File: src/rtl/game_pkg.sv
// game_pkg: shared encodings for the game top level and the fight round
// controller.
//   - game_state_e : top-level game state encodings
//   - fr_state_e   : fight_round_controller FSM encodings
//   - WINNER_*     : match winner codes driven on fight_round_controller.winner
//   - sat_sub      : saturating subtract used for health/damage
//   - sat_inc2     : 2-bit saturating increment used for round scores
package game_pkg;

    typedef enum logic [1:0] {
        MAIN_MENU           = 2'd0,
        CHARACTER_SELECTION = 2'd1,
        FIGHT_STATE         = 2'd2,
        END_STATE           = 2'd3
    } game_state_e;

    typedef enum logic [2:0] {
        IDLE        = 3'd0,
        ROUND_INTRO = 3'd1,
        FIGHTING    = 3'd2,
        ROUND_END   = 3'd3,
        MATCH_OVER  = 3'd4
    } fr_state_e;

    localparam logic [1:0] WINNER_NONE = 2'b00;
    localparam logic [1:0] WINNER_P1   = 2'b01;
    localparam logic [1:0] WINNER_P2   = 2'b10;
    localparam logic [1:0] WINNER_DRAW = 2'b11;

    // Damage at or above the remaining health floors at zero instead of wrapping.
    function automatic logic [15:0] sat_sub(input logic [15:0] a, input logic [15:0] b);
        return (b >= a) ? 16'd0 : (a - b);
    endfunction

    function automatic logic [1:0] sat_inc2(input logic [1:0] x);
        return (x == 2'd3) ? 2'd3 : (x + 2'd1);
    endfunction

endpackage

File: src/rtl/round_timer.sv
// round_timer: per-round countdown. A prescaler divides clk by TICK_DIV while
// enabled; each prescaler wrap decrements the remaining-tick count.
// Only instantiated when ROUND_TIMER_EN is defined.
// Ports:
//   clk, reset   : clock, asynchronous active-low reset
//   load         : reload count with ROUND_TIME_S and clear prescaler (wins over enable)
//   enable       : prescaler runs only while high, otherwise everything holds
//   tick_count   : remaining ticks
//   expired      : single-cycle strobe on the edge where tick_count reaches 0
module round_timer #(
    parameter int unsigned TICK_DIV     = 100000000,
    parameter int unsigned ROUND_TIME_S = 60
) (
    input  logic       clk,
    input  logic       reset,
    input  logic       load,
    input  logic       enable,
    output logic [6:0] tick_count,
    output logic       expired
);

    localparam int unsigned PW = (TICK_DIV > 1) ? $clog2(TICK_DIV) : 1;
    localparam logic [PW-1:0] PRESC_LAST = PW'(TICK_DIV - 1);
    localparam logic [6:0]    COUNT_INIT = 7'(ROUND_TIME_S);

    logic [PW-1:0] presc_q, presc_d;
    logic [6:0]    count_q, count_d;
    logic          wrap;

    assign wrap = enable && (presc_q == PRESC_LAST);

    always_comb begin
        presc_d = presc_q;
        count_d = count_q;
        if (load) begin
            presc_d = '0;
            count_d = COUNT_INIT;
        end else if (enable) begin
            if (wrap) begin
                presc_d = '0;
                if (count_q != 7'd0) count_d = count_q - 7'd1;
            end else begin
                presc_d = presc_q + PW'(1);
            end
        end
    end

    always_ff @(posedge clk or negedge reset) begin
        if (!reset) begin
            presc_q <= '0;
            count_q <= COUNT_INIT;
        end else begin
            presc_q <= presc_d;
            count_q <= count_d;
        end
    end

    // Flag the expiry on the same edge the count lands on zero so the round
    // ends without an extra idle cycle at 0.
    assign expired    = wrap && !load && (count_q <= 7'd1);
    assign tick_count = count_q;

endmodule

File: src/rtl/fight_round_controller.sv
// fight_round_controller: tracks both players' health and the round clock
// during a fight, scores rounds best-of-N and raises game_over/winner for the
// game state controller.
// Build option: define ROUND_TIMER_EN to build the round countdown; without it
// round_timer is tied to 0 and rounds end only on KO.
// Ports:
//   clk, reset                    : clock, asynchronous active-low reset
//   fight_active                  : high while the game is in FIGHT_STATE
//   p1_hit_valid/p1_hit_dmg       : P1 hit on P2 and its damage
//   p2_hit_valid/p2_hit_dmg       : P2 hit on P1 and its damage
//   p1_health, p2_health          : current health
//   round_timer                   : remaining ticks in the round
//   p1_rounds, p2_rounds          : round wins (saturate at 3)
//   round_num                     : current round, 1-based (0 when idle)
//   round_active                  : high in FIGHTING
//   round_over                    : one-cycle pulse on ROUND_END entry
//   game_over, winner             : match result, held until fight_active drops
//
// state       | meaning
// ------------+-----------------------------------------------------
// IDLE        | waiting for fight_active, outputs at reset values
// ROUND_INTRO | pre-round pause of INTRO_CYCLES, hits ignored
// FIGHTING    | hits applied, round clock running
// ROUND_END   | post-round pause of END_CYCLES, hits ignored
// MATCH_OVER  | game_over high, winner valid
module fight_round_controller
    import game_pkg::*;
#(
    parameter int unsigned MAX_HEALTH    = 100,
    parameter int unsigned HEALTH_W      = 7,
    parameter int unsigned ROUND_TIME_S  = 60,
    parameter int unsigned TICK_DIV      = 100000000,
    parameter int unsigned ROUNDS_TO_WIN = 2,
    parameter int unsigned INTRO_CYCLES  = 200000000,
    parameter int unsigned END_CYCLES    = 200000000
) (
    input  logic                clk,
    input  logic                reset,
    input  logic                fight_active,
    input  logic                p1_hit_valid,
    input  logic [7:0]          p1_hit_dmg,
    input  logic                p2_hit_valid,
    input  logic [7:0]          p2_hit_dmg,
    output logic [HEALTH_W-1:0] p1_health,
    output logic [HEALTH_W-1:0] p2_health,
    output logic [6:0]          round_timer,
    output logic [1:0]          p1_rounds,
    output logic [1:0]          p2_rounds,
    output logic [2:0]          round_num,
    output logic                round_active,
    output logic                round_over,
    output logic                game_over,
    output logic [1:0]          winner
);

    localparam logic [HEALTH_W-1:0] HEALTH_INIT = HEALTH_W'(MAX_HEALTH);
    localparam logic [31:0]         INTRO_LOAD  = 32'(INTRO_CYCLES - 1);
    localparam logic [31:0]         END_LOAD    = 32'(END_CYCLES - 1);

    fr_state_e           state_q, state_d;
    logic [31:0]         cnt_q, cnt_d;
    logic [HEALTH_W-1:0] p1_health_q, p1_health_d;
    logic [HEALTH_W-1:0] p2_health_q, p2_health_d;
    logic [1:0]          p1_rounds_q, p1_rounds_d;
    logic [1:0]          p2_rounds_q, p2_rounds_d;
    logic [2:0]          round_num_q, round_num_d;
    logic                round_over_q, round_over_d;
    logic [1:0]          winner_q, winner_d;

    logic                timer_load, timer_en, timer_expired;
    logic [6:0]          timer_count;

    logic [HEALTH_W-1:0] p1_next, p2_next;
    logic                ko_p1, ko_p2;
    logic                p1_won, p2_won;

`ifdef ROUND_TIMER_EN
    round_timer #(
        .TICK_DIV     (TICK_DIV),
        .ROUND_TIME_S (ROUND_TIME_S)
    ) u_round_timer (
        .clk        (clk),
        .reset      (reset),
        .load       (timer_load),
        .enable     (timer_en),
        .tick_count (timer_count),
        .expired    (timer_expired)
    );
`else
    localparam int unsigned unused_timer_cfg = TICK_DIV + ROUND_TIME_S;
    logic unused_timer_ctl;
    assign unused_timer_ctl = timer_load ^ timer_en;
    assign timer_count      = 7'd0;
    assign timer_expired    = 1'b0;
`endif

    // p1 hits damage p2 and vice versa.
    assign p2_next = p1_hit_valid ? HEALTH_W'(sat_sub(16'(p2_health_q), 16'(p1_hit_dmg))) : p2_health_q;
    assign p1_next = p2_hit_valid ? HEALTH_W'(sat_sub(16'(p1_health_q), 16'(p2_hit_dmg))) : p1_health_q;
    assign ko_p1   = (p1_next == '0);
    assign ko_p2   = (p2_next == '0);
    assign p1_won  = (32'(p1_rounds_q) >= ROUNDS_TO_WIN);
    assign p2_won  = (32'(p2_rounds_q) >= ROUNDS_TO_WIN);

    always_comb begin
        state_d      = state_q;
        cnt_d        = cnt_q;
        p1_health_d  = p1_health_q;
        p2_health_d  = p2_health_q;
        p1_rounds_d  = p1_rounds_q;
        p2_rounds_d  = p2_rounds_q;
        round_num_d  = round_num_q;
        round_over_d = 1'b0;
        winner_d     = winner_q;
        timer_load   = 1'b0;
        timer_en     = 1'b0;

        case (state_q)
            IDLE: begin
                if (fight_active) begin
                    state_d     = ROUND_INTRO;
                    cnt_d       = INTRO_LOAD;
                    round_num_d = 3'd1;
                    p1_health_d = HEALTH_INIT;
                    p2_health_d = HEALTH_INIT;
                    p1_rounds_d = 2'd0;
                    p2_rounds_d = 2'd0;
                    timer_load  = 1'b1;
                end
            end
            ROUND_INTRO: begin
                if (cnt_q == 32'd0) state_d = FIGHTING;
                else                cnt_d   = cnt_q - 32'd1;
            end
            FIGHTING: begin
                timer_en    = 1'b1;
                p1_health_d = p1_next;
                p2_health_d = p2_next;
                // KO takes priority over a timeout landing on the same edge.
                if (ko_p1 || ko_p2) begin
                    state_d      = ROUND_END;
                    cnt_d        = END_LOAD;
                    round_over_d = 1'b1;
                    if (ko_p1) p2_rounds_d = sat_inc2(p2_rounds_q);
                    if (ko_p2) p1_rounds_d = sat_inc2(p1_rounds_q);
                end else if (timer_expired) begin
                    state_d      = ROUND_END;
                    cnt_d        = END_LOAD;
                    round_over_d = 1'b1;
                    if (p1_next >= p2_next) p1_rounds_d = sat_inc2(p1_rounds_q);
                    if (p2_next >= p1_next) p2_rounds_d = sat_inc2(p2_rounds_q);
                end
            end
            ROUND_END: begin
                if (cnt_q != 32'd0) begin
                    cnt_d = cnt_q - 32'd1;
                end else if (p1_won || p2_won) begin
                    state_d  = MATCH_OVER;
                    winner_d = (p1_won && p2_won) ? WINNER_DRAW :
                               p1_won             ? WINNER_P1   : WINNER_P2;
                end else begin
                    state_d     = ROUND_INTRO;
                    cnt_d       = INTRO_LOAD;
                    round_num_d = (round_num_q == 3'd7) ? 3'd7 : (round_num_q + 3'd1);
                    p1_health_d = HEALTH_INIT;
                    p2_health_d = HEALTH_INIT;
                    timer_load  = 1'b1;
                end
            end
            MATCH_OVER: begin
            end
            default: state_d = IDLE;
        endcase

        // Leaving FIGHT_STATE aborts whatever is in progress.
        if (!fight_active) begin
            state_d      = IDLE;
            cnt_d        = 32'd0;
            p1_health_d  = HEALTH_INIT;
            p2_health_d  = HEALTH_INIT;
            p1_rounds_d  = 2'd0;
            p2_rounds_d  = 2'd0;
            round_num_d  = 3'd0;
            round_over_d = 1'b0;
            winner_d     = WINNER_NONE;
            timer_load   = 1'b1;
        end
    end

    always_ff @(posedge clk or negedge reset) begin
        if (!reset) begin
            state_q      <= IDLE;
            cnt_q        <= 32'd0;
            p1_health_q  <= HEALTH_INIT;
            p2_health_q  <= HEALTH_INIT;
            p1_rounds_q  <= 2'd0;
            p2_rounds_q  <= 2'd0;
            round_num_q  <= 3'd0;
            round_over_q <= 1'b0;
            winner_q     <= WINNER_NONE;
        end else begin
            state_q      <= state_d;
            cnt_q        <= cnt_d;
            p1_health_q  <= p1_health_d;
            p2_health_q  <= p2_health_d;
            p1_rounds_q  <= p1_rounds_d;
            p2_rounds_q  <= p2_rounds_d;
            round_num_q  <= round_num_d;
            round_over_q <= round_over_d;
            winner_q     <= winner_d;
        end
    end

    assign p1_health    = p1_health_q;
    assign p2_health    = p2_health_q;
    assign round_timer  = timer_count;
    assign p1_rounds    = p1_rounds_q;
    assign p2_rounds    = p2_rounds_q;
    assign round_num    = round_num_q;
    assign round_active = (state_q == FIGHTING);
    assign round_over   = round_over_q;
    assign game_over    = (state_q == MATCH_OVER);
    assign winner       = winner_q;

endmodule
File: config.mk
export PLATFORM = sky130hd
export DESIGN_NAME = fight_round_controller
export DESIGN_NICKNAME = d
export VERILOG_FILES = /design/src/rtl/game_pkg.sv /design/src/rtl/round_timer.sv /design/src/rtl/fight_round_controller.sv
export SDC_FILE = /design/constraint.sdc
export NUM_CORES = 1
export LEC_CHECK = 0
export CAP_MARGIN = 20
export CORE_UTILIZATION = 40
export DETAILED_ROUTE_END_ITERATION = 8
export PLACE_DENSITY = 0.66
export SYNTH_ARGS = -nofsm -noshare
export SYNTH_HDL_FRONTEND = slang
export SYNTH_SLANG_ARGS = --single-unit
File: constraint.sdc
create_clock -name clk -period 4.77 [get_ports clk]
set_input_delay 1.1925 -clock clk [delete_from_list [all_inputs] [get_ports clk]]
set_output_delay 1.1925 -clock clk [all_outputs]
set_load 0.005 [all_outputs]
==> impl_metrics.json <==
{
  "skew_ns": 0.0131,
  "cp.required_ns": 5.01,
  "synth-edff-count": 0,
  "synth_area_per_cell_um2": 8.55,
  "grt_start_max_net_pins": 60,
  "ant_nets": 0,
  "n_fill_cell": 1013,
  "hold_violations": 0,
  "portBuffers": 46,
  "cts_setup_buffers": 0,
  "synth_area_um2": 4300,
  "synth-main-ff-cell": "dfrtp_1",
  "seqCellArea_um2": 1480,
  "grt_pass1_wl_mm": 18.7,
  "fin_crit_sh_pct": 85.5,
  "clk_pin_slew_ns": 0.07,
  "dieArea_um2": 11200,
  "fmax_mhz": 245,
  "cp-startpoint": "p2_hit_dmg[0]",
  "clk_latency_ns": 0.34,
  "clock-sinks": 59,
  "drive_gt1_share_pct": 6.73,
  "root_buffer": "clkbuf_8",
  "routedWlPerCell_um": 15.6,
  "final_cell_mix": "55 x nor2_1, 53 x dfrtp_1, 48 x a21oi_1, 45 x clkdlybuf4s50_1, 41 x inv_1",
  "drcViolationCount": 0,
  "cts.path.max_buffers": 2,
  "die_h_um": 106,
  "die_w_um": 106,
  "synth-seq-cells": 59,
  "powerDensity_nw_per_um2": 243,
  "gp_congestion": 0.879,
  "nets": 597,
  "cts_hold_buf": 0,
  "vias_per_cell": 5.79,
  "tns_ns": 0,
  "num_rows": 37,
  "synthArstFlopShare_pct": 100,
  "setup_viol": 0,
  "yosysWarnings": 0,
  "htree_levels": 3,
  "irDropWorstVdd_v": 0.000158,
  "track_usage_pct": 20.6,
  "grt_pass1_vias": 3946,
  "cts_resized": 0,
  "static-leakage-power_nw": 2.28,
  "antenna_found_initial": 0,
  "vias": 3969,
  "drt_pre_antenna_iters": 5,
  "hold_depth": 1,
  "cp-start-kind": "primary input",
  "multiInputGateArea_um2": 2550,
  "hpwl_mm": 7.66,
  "drt_wl_total_mm": 10.7,
  "cts-buffers-inserted": 9,
  "yosysSeqAreaShare_pct": 34.5,
  "final_common_cell": "nor2_1",
  "rr_endpoint": "cnt_q[3]",
  "cap_violations": 0,
  "cp.arrival_ns": 4.32,
  "crit_type": "primary input to flip-flop",
  "reg2reg_depth": 12,
  "cts_tree": "built",
  "initial_core_util_pct": 41.5,
  "synthToLayoutAreaGrowth_pct": 17.5,
  "slew_headroom_pct": 44.5,
  "synth_cell_types": 64,
  "grt_overflow": 0,
  "hp-class": "flip-flop to flip-flop",
  "rsz0062_at_grt": "no",
  "outcome": "complete, no violations",
  "n_antenna_cell": 0,
  "io-pin-count": 54,
  "finalMaxSlewViolations": 0,
  "end_kind": "flip-flop",
  "tightest_slew_ns": 0.829,
  "r2r-start": "p1_health[0]",
  "hold_ws_ns": 0.517,
  "cp_max_fo": 30,
  "core_um2": 10400,
  "synthCells": 503,
  "endpoint": "cnt_q[3]",
  "fin_crit_ns": 4.08,
  "dr.first_iter.drc_count": 236,
  "r2r_slack_ns": 1.53
}
[power breakdown]
part | switching, mW | internal, mW | total [mW]
Clock | 0.197 | 0.284 | 0.481
Sequential | 0.0263 | 0.520 | 0.546
Combinational | 0.120 | 0.0804 | 0.200
Total | 0.343 | 0.884 | 1.23
[registers in the layout, summed over array words and instances (netlist names)]
name,flops
cnt_q,32
p1_health,7
p1_rounds,2
p2_health,7
p2_rounds,2
round_num,3
round_over,1
state_q,3
winner,2
[per-layer routing]
metal | global-route usage (%) | wire length (µm) | vias up | part of all wire [%]
met3 | 4.64 | 540 | 9 | 5.0
met2 | 34.8 | 5160 | 109 | 48
met5 | 0 | 0 | - | 0
met1 | 26.8 | 4910 | 1940 | 46
met4 | 4.86 | 125 | 0 | 1.2
li1 | - | - | 1911 | -
[through the flow]
step	instances	setup slack (ns)	power, mW	area (µm²)	util [%]
after floorplan	509	1.22	0.692	4320	-
after global placement	670	0.485	0.748	4840	46.7
after detailed placement	670	0.324	0.753	4840	46.7
after CTS	686	0.667	1.24	5050	48.7
after global routing	686	0.410	1.29	5050	48.7
final	686	0.691	1.23	5050	48.7
[critical path, stage by stage]
cell and delay, ns:
clkdlybuf4s50_1 0.48, ha_1 0.17, inv_1 0.05, fa_1 0.40
xnor2_1 0.19, nand3b_1 0.11, a2111oi_0 0.41, a41oi_1 0.34
a31oi_2 0.26, buf_4 0.32, a21oi_1 0.11, a311oi_1 0.27
[how the worst min path moves through the flow]
stage | startpoint | to | slack, ns
final | cnt_q[27] | cnt_q[27] | 0.52
after detailed placement | cnt_q[27] | cnt_q[27] | 0.51
after global placement | cnt_q[25] | cnt_q[25] | 0.50
after CTS | cnt_q[27] | cnt_q[27] | 0.52
after floorplan | cnt_q[25] | cnt_q[25] | 0.47
after global routing | cnt_q[27] | cnt_q[27] | 0.54
[synth_stat cells (3+ instances only)]
cell type / instances / area, µm²
nor2_1: 55 / 206
dfrtp_1: 53 / 1330
a21oi_1: 48 / 240
inv_1: 41 / 154
nand2_1: 35 / 131
ha_1: 29 / 363
o21ai_0: 27 / 135
a311oi_1: 14 / 123
nor3_1: 14 / 70.1
clkbuf_1: 13 / 48.8
nand2b_1: 12 / 75.1
nor4_1: 11 / 68.8
o21a_1: 10 / 75.1
a22o_1: 9 / 78.8
a21o_1: 8 / 60.1
buf_4: 8 / 60.1
a31oi_1: 7 / 43.8
and3_1: 7 / 43.8
dfstp_2: 6 / 158
a211oi_1: 5 / 37.5
xnor2_1: 5 / 43.8
a41o_1: 4 / 40.0
and2_1: 4 / 25.0
nand3_1: 4 / 20.0
nand3b_1: 4 / 30.0
o221ai_1: 4 / 35.0
or4_1: 4 / 30.0
xor2_1: 4 / 35.0
a32o_1: 3 / 30.0
and4_1: 3 / 26.3
o211a_1: 3 / 30.0
o211ai_1: 3 / 22.5
o31ai_1: 3 / 22.5
or3_1: 3 / 18.8
[cell type report]
| type | count | area share, % |
|---|---|---|
| Tap cell | 136 | 3.37 |
| Timing Repair Buffer | 50 | 9.61 |
| Multi-Input combinational cell | 384 | 50.5 |
| Clock inverter | 2 | 0.693 |
| Inverter | 41 | 3.05 |
| Clock buffer | 14 | 3.42 |
| Sequential cell | 59 | 29.4 |
[logic make-up (layout without fill, tap and decap cells)]
logic type      after synthesis  after routing  share of synthesized area, %
fa+ha+maj                    31             31                          9.37
compound gates              163            163                          25.5
simple gates                172            172                          21.3
xor+xnor                      9              9                          1.83
flops                        59             59                          34.5
other cells                   1              7                        0.0872
mux                           2              2                         0.524
buf+inv                      66            107                          6.86
Note: power is estimated with default switching activity, not from simulation.
